$ cat config.mk
export PLATFORM = sky130hd
export DESIGN_NAME = timer_counter_device_flat
export DESIGN_NICKNAME = d
export VERILOG_FILES = /design/src/rtl/timer_counter_device_if.sv /design/src/rtl/timer_counter_device.sv /design/src/flat_wrapper.sv
export SDC_FILE = /design/constraint.sdc
export NUM_CORES = 1
export LEC_CHECK = 0
export BUFFER_PORTS_ARGS = -buffer_cell sky130_fd_sc_hd__buf_4
export CAP_MARGIN = 20
export CORE_AREA = 2 2 90 92
export DETAILED_ROUTE_END_ITERATION = 10
export DIE_AREA = 0 0 92 94
export PLACE_DENSITY = 0.81
export SYNTH_ARGS = -nofsm -noshare
export SYNTH_HDL_FRONTEND = slang
export SYNTH_SLANG_ARGS = --single-unit
$ cat constraint.sdc
create_clock -name clk -period 3.19 [get_ports clk]
set_input_delay 0.1595 -clock clk [delete_from_list [all_inputs] [get_ports clk]]
set_output_delay 0.1595 -clock clk [all_outputs]
set_load 0.01 [all_outputs]
$ cat src/rtl/timer_counter_device_if.sv
`default_nettype none
// ============================================================================
// Module : timer_counter_device_if
// Bridge-side bus carrying address, write strobe/data, read data and irq.
// Rev    : 1.0
// ============================================================================
interface timer_counter_device_if;
    logic [31:0] addrOfDataInTimer;
    logic        writeEnabledOfTimer;
    logic [31:0] dataToTimer;
    logic [31:0] dataToRegFromTimer;
    logic        timerIrq;

    modport master (
        output addrOfDataInTimer,
        output writeEnabledOfTimer,
        output dataToTimer,
        input  dataToRegFromTimer,
        input  timerIrq
    );

    modport slave (
        input  addrOfDataInTimer,
        input  writeEnabledOfTimer,
        input  dataToTimer,
        output dataToRegFromTimer,
        output timerIrq
    );
endinterface
`default_nettype wire

$ cat src/rtl/timer_counter_device.sv
`default_nettype none
// ============================================================================
// Module : timer_counter_device
// Memory-mapped countdown timer with one-shot / auto-reload modes and irq.
// Rev    : 1.0
// ============================================================================
module timer_counter_device (
    input  wire logic               clk,
    input  wire logic               resetN,
    timer_counter_device_if.slave   bus
);
    typedef enum logic [1:0] {
        IDLE = 2'd0,
        LOAD = 2'd1,
        CNT  = 2'd2,
        INT  = 2'd3
    } state_t;

    state_t      state, state_next;
    logic [3:0]  ctrl;
    logic [31:0] preset;
    logic [31:0] count, count_next;
    logic        irq_pending, pending_next;
    logic        en_clear;

    logic [1:0]  reg_sel;
    logic        wr_ctrl, wr_preset;
    logic        en, im, auto_reload;
    logic        unused_addr_bits;

    assign reg_sel          = bus.addrOfDataInTimer[3:2];
    assign wr_ctrl          = bus.writeEnabledOfTimer && (reg_sel == 2'd0);
    assign wr_preset        = bus.writeEnabledOfTimer && (reg_sel == 2'd1);
    assign en               = ctrl[0];
    assign im               = ctrl[3];
    // MODE 10/11 fall back to one-shot, so only 01 reloads
    assign auto_reload      = (ctrl[2:1] == 2'b01);
    assign unused_addr_bits = ^{bus.addrOfDataInTimer[31:4], bus.addrOfDataInTimer[1:0]};

    always_comb begin
        state_next   = state;
        count_next   = count;
        pending_next = irq_pending;
        en_clear     = 1'b0;
        case (state)
            IDLE: begin
                if (en) state_next = LOAD;
            end
            LOAD: begin
                count_next = preset;
                state_next = CNT;
            end
            CNT: begin
                if (!en) begin
                    state_next = IDLE;
                end else if (count > 32'd1) begin
                    count_next = count - 32'd1;
                end else begin
                    // PRESET=0 lands here too, so it expires like PRESET=1
                    count_next   = 32'd0;
                    pending_next = 1'b1;
                    state_next   = INT;
                end
            end
            INT: begin
                if (auto_reload) pending_next = 1'b0;
                else             en_clear     = 1'b1;
                state_next = IDLE;
            end
            default: state_next = IDLE;
        endcase
    end

    always_ff @(posedge clk or negedge resetN) begin
        if (!resetN) begin
            state       <= IDLE;
            ctrl        <= 4'd0;
            preset      <= 32'd0;
            count       <= 32'd0;
            irq_pending <= 1'b0;
        end else begin
            state <= state_next;
            count <= count_next;
            // A software CTRL write wins over the FSM's one-shot EN clear
            if (wr_ctrl)       ctrl    <= bus.dataToTimer[3:0];
            else if (en_clear) ctrl[0] <= 1'b0;
            if (wr_preset)     preset  <= bus.dataToTimer;
            if (wr_ctrl || wr_preset) irq_pending <= 1'b0;
            else                      irq_pending <= pending_next;
        end
    end

    always_comb begin
        bus.dataToRegFromTimer = 32'd0;
        case (reg_sel)
            2'd0:    bus.dataToRegFromTimer = {28'd0, ctrl};
            2'd1:    bus.dataToRegFromTimer = preset;
            2'd2:    bus.dataToRegFromTimer = count;
            default: bus.dataToRegFromTimer = 32'd0;
        endcase
    end

    assign bus.timerIrq = im & irq_pending;
endmodule
`default_nettype wire

$ cat src/flat_wrapper.sv
// flat-port wrapper written by rule: the top's interface ports become plain ports
module timer_counter_device_flat 
  (clk, resetN, bus_addrOfDataInTimer, bus_writeEnabledOfTimer, bus_dataToTimer, bus_dataToRegFromTimer, bus_timerIrq);
  timer_counter_device_if bus_i ();
  input  wire logic clk;
  input  wire logic resetN;
  input wire logic [$bits(bus_i.addrOfDataInTimer)-1:0] bus_addrOfDataInTimer;
  input wire logic [$bits(bus_i.writeEnabledOfTimer)-1:0] bus_writeEnabledOfTimer;
  input wire logic [$bits(bus_i.dataToTimer)-1:0] bus_dataToTimer;
  output wire logic [$bits(bus_i.dataToRegFromTimer)-1:0] bus_dataToRegFromTimer;
  output wire logic [$bits(bus_i.timerIrq)-1:0] bus_timerIrq;
  assign bus_i.addrOfDataInTimer = bus_addrOfDataInTimer;
  assign bus_i.writeEnabledOfTimer = bus_writeEnabledOfTimer;
  assign bus_i.dataToTimer = bus_dataToTimer;
  assign bus_dataToRegFromTimer = bus_i.dataToRegFromTimer;
  assign bus_timerIrq = bus_i.timerIrq;
  timer_counter_device u_core (.clk(clk), .resetN(resetN), .bus(bus_i));
endmodule
==> metrics.md <==
| Metric | Value |
|---|---|
| Status | finished, final reports clean |
| Cell mode on critical path | or4_1 |
| Die area | 8650 um^2 |
| WP data arrival | 3100 ps |
| Critical path's slowest cell | or4_1 |
| LEAKAGE | 2.08 nW |
| Fin Setup TNS | 0 ps |
| Clk_lat worst skew | 350 ps |
| Clock transition at path regs | 80 ps |
| # port buffers | 69 |
| Critical Path Max Stage Delay | 620 ps |
| R2R Setup Slk | 310 ps |
| Vias in the first global route | 3608 |
| # setup viols final | 0 |
| Placed insts | 555 |
| Placed wire-length estimate | 7.10 mm |
| Critical Path Start Type | flop |
| Final worst slack | 308 ps |
| Final min period | 2880 ps |
| Worst Tran Pin Value | 910 ps |
| Post-CTS Setup Bufs | 0 |
| Root Buffer Master | clkbuf_8 |
| Number of diodes | 0 |
| Worst min-delay path startpoint | bus_dataToTimer[0] |
| Fill cells | 644 |
| DRC | 0 |
| CP delay by family, top | simple AND/OR/NAND/NOR gates |
| Setup WS pre-CTS | 349 ps |
| Syn-to-layout area delta | 22.8% |
| Synth warnings | 0 |
| Critical path capture point type | flop |
| Crit Path Max Fanout | 27 |
| Final Cell Area | 4910 um^2 |
| Share of synthesized registers carrying an async set or reset | 100% |
| Fin. Hold Viols | 0 |
| Hold endpoint | u_core.ctrl[0] |
| Cells along the critical path | or4_1, or3_1, or4_1, buf_12, a21oi_4, o221ai_1 |
| Syn Nets | 467 |
| FP Rows | 32 |
| Tightest Hold Check Type | in -> reg |
| Power per Cell Area | 793 nW/um^2 |
| Top FF cell, synth | dfrtp_1 |
| FF+latch count, synth | 71 |
| Vias per Instance | 6.52 |
| Final Power | 3.89 mW |
| DP Area | 4650 um^2 |
| Slew headroom | 39.3% |
| # H-tree levels | 3 |
| Final Cycle Share | 90.4% |
| Pins over their slew limit | 0 |
| Nets | 534 |
| Via count | 3727 |
| R2r endpoint | u_core.count[31] |
| Grt ovf | 0 |
| Num CTS Buffers | 9 |
| Routed wire length | 10.8 mm |
| Cells after Synth | 398 |
| Reg-to-Reg Start | u_core.count[19] |
| Die H | 94 um |
| Largest net degree at the start of global routing | 72 |
| Clock sinks | 71 |
| Wire per inst | 18.8 um |
| Initial Util | 52.5% |
| Max Root-Sink Buffers | 2 |
| Global Route Usage Sum | 25.9% |
| CTS tree | built |
| CP Class | reg -> reg |
| Proportion of layout cells with a drive suffix above 1 | 31.3% |
| Num ports | 100 |
| Worst path bufs/invs | 1 |
| RD Place Congestion | 0.914 |
| Synth unique cells | 51 |
| First-pass GRT wire length | 17.8 mm |
| Initial DRT Pass Iterations | 7 |
| Unrepaired setup endpoints after global routing | false |
| # hold bufs at CTS | 1 |
| Initial DRC count | 333 |
| Final Skew | 8.37 ps |
| R2R depth | 6 |
| Sequential cell area fraction in the yosys report | 44.5% |
| Peak supply drop | 0.431 mV |
| Crit path required time | 3410 ps |
| Antenna violations before repair | 0 |
| Core ar. | 7610 um^2 |
| Worst hold stages | 3 |
| Max-cap viol count | 0 |
| PostCTS Resize Cnt | 0 |
| Non-filler cells, final | 572 |
| Syn_area_per_cell | 10.0 um^2 |
| Final ANT Viol Nets | 0 |
| EDFF count, synth | 0 |
| Width of the die | 92 um |
| Netlist Area Pre-Place | 4000 um^2 |
| Max Clock Freq | 347 MHz |
==> power by group <==
part	leakage, nW	internal [mW]	switching, mW
combinational	1.10	0.658	0.748
sequential	0.857	1.20	0.398
clock	0.122	0.538	0.347
==> metal layers <==
layer  global-route usage [%]  up-vias  share of wire, %
li1                         -     1680                 -
met4                     9.83        0               1.8
met2                     40.8      213                48
met3                     5.70       25               7.7
met5                        0        -                 0
met1                     35.1     1809                43
==> final cells by class <==
class	instances	area [um^2]	area share, %
clock buffers	10	138	2.80
clock inverters	6	108	2.19
inverters	12	45.0	0.918
multi-input cells	285	2050	41.8
flip-flops and latches	71	1780	36.2
well taps	102	128	2.60
repair buffers	86	661	13.5
==> cell usage in the layout, fill, tap and decap left out, types with 12 or more instances in the layout <==
cell      count
a22o_1       29
a22oi_1      14
a31oi_1      12
buf_4        84
dfrtp_1      71
inv_1        12
mux2_2       35
nand2_1      28
nand3_1      20
nand4_1      17
o211ai_1     14
or4_1        16
==> metrics by stage <==
stage	util [%]	hold WS, ps
floorplan	-	-136
global placement	61.2	339
detailed placement	61.2	342
CTS	64.5	13.8
global route	64.5	25.7
finish	64.5	21.1
==> cell usage after synthesis (2+ instances only) <==
| cell | number | area [um^2] |
|---|---|---|
| buf_6 | 2 | 22.5 |
| a22oi_1 | 14 | 105 |
| o21ai_1 | 4 | 20.0 |
| nand3_1 | 20 | 100 |
| mux2_2 | 35 | 394 |
| nor2b_1 | 6 | 37.5 |
| buf_2 | 4 | 20.0 |
| and3_1 | 2 | 12.5 |
| a21oi_1 | 4 | 20.0 |
| or2_2 | 2 | 12.5 |
| nor3_1 | 10 | 50.1 |
| o31ai_1 | 5 | 37.5 |
| o21ai_0 | 8 | 40.0 |
| nand2b_1 | 2 | 12.5 |
| ha_1 | 2 | 25.0 |
| nand2_1 | 28 | 105 |
| inv_1 | 12 | 45.0 |
| or4_1 | 16 | 120 |
| a22o_1 | 29 | 254 |
| o211ai_1 | 14 | 105 |
| buf_1 | 3 | 11.3 |
| a31oi_1 | 12 | 75.1 |
| nor2_1 | 12 | 45.0 |
| or3_1 | 10 | 62.6 |
| nand4b_1 | 5 | 43.8 |
| mux2i_1 | 4 | 40.0 |
| nand4_1 | 17 | 106 |
| dfrtp_1 | 71 | 1780 |
| clkbuf_1 | 21 | 78.8 |
| nor4_1 | 3 | 18.8 |
==> worst min-delay path, delay by kind of cell <==
kind                   cells  cell delay [ps]
AO/OA/AOI/OAI              1               60
AND/OR/NAND/NOR            1               30
buffers and inverters      1               80
==> registers in the layout (all words and copies together) (netlist names) <==
| register | flops |
|---|---|
| u_core.count | 32 |
| u_core.ctrl | 4 |
| u_core.irq_pending | 1 |
| u_core.preset | 32 |
| u_core.state | 2 |
==> kinds of logic after synthesis <==
family | synth area share, %
mux | 10.9
fa+ha+maj | 0.626
buf+inv | 4.45
flops | 44.5
simple gates | 20.1
compound gates | 19.5
==> worst max-delay path by stage <==
stage                     start               end  cells past startpoint
5_1_grt        u_core.count[19]  u_core.count[31]                      6
6_report       u_core.count[19]  u_core.count[31]                      6
3_5_place_dp   u_core.count[19]  u_core.count[31]                      6
4_1_cts        u_core.count[19]  u_core.count[31]                      6
3_3_place_gp   u_core.count[19]  u_core.count[31]                      6
2_1_floorplan  u_core.count[11]   u_core.count[2]                      8
No activity file was read; power rests on OpenSTA's default activity.
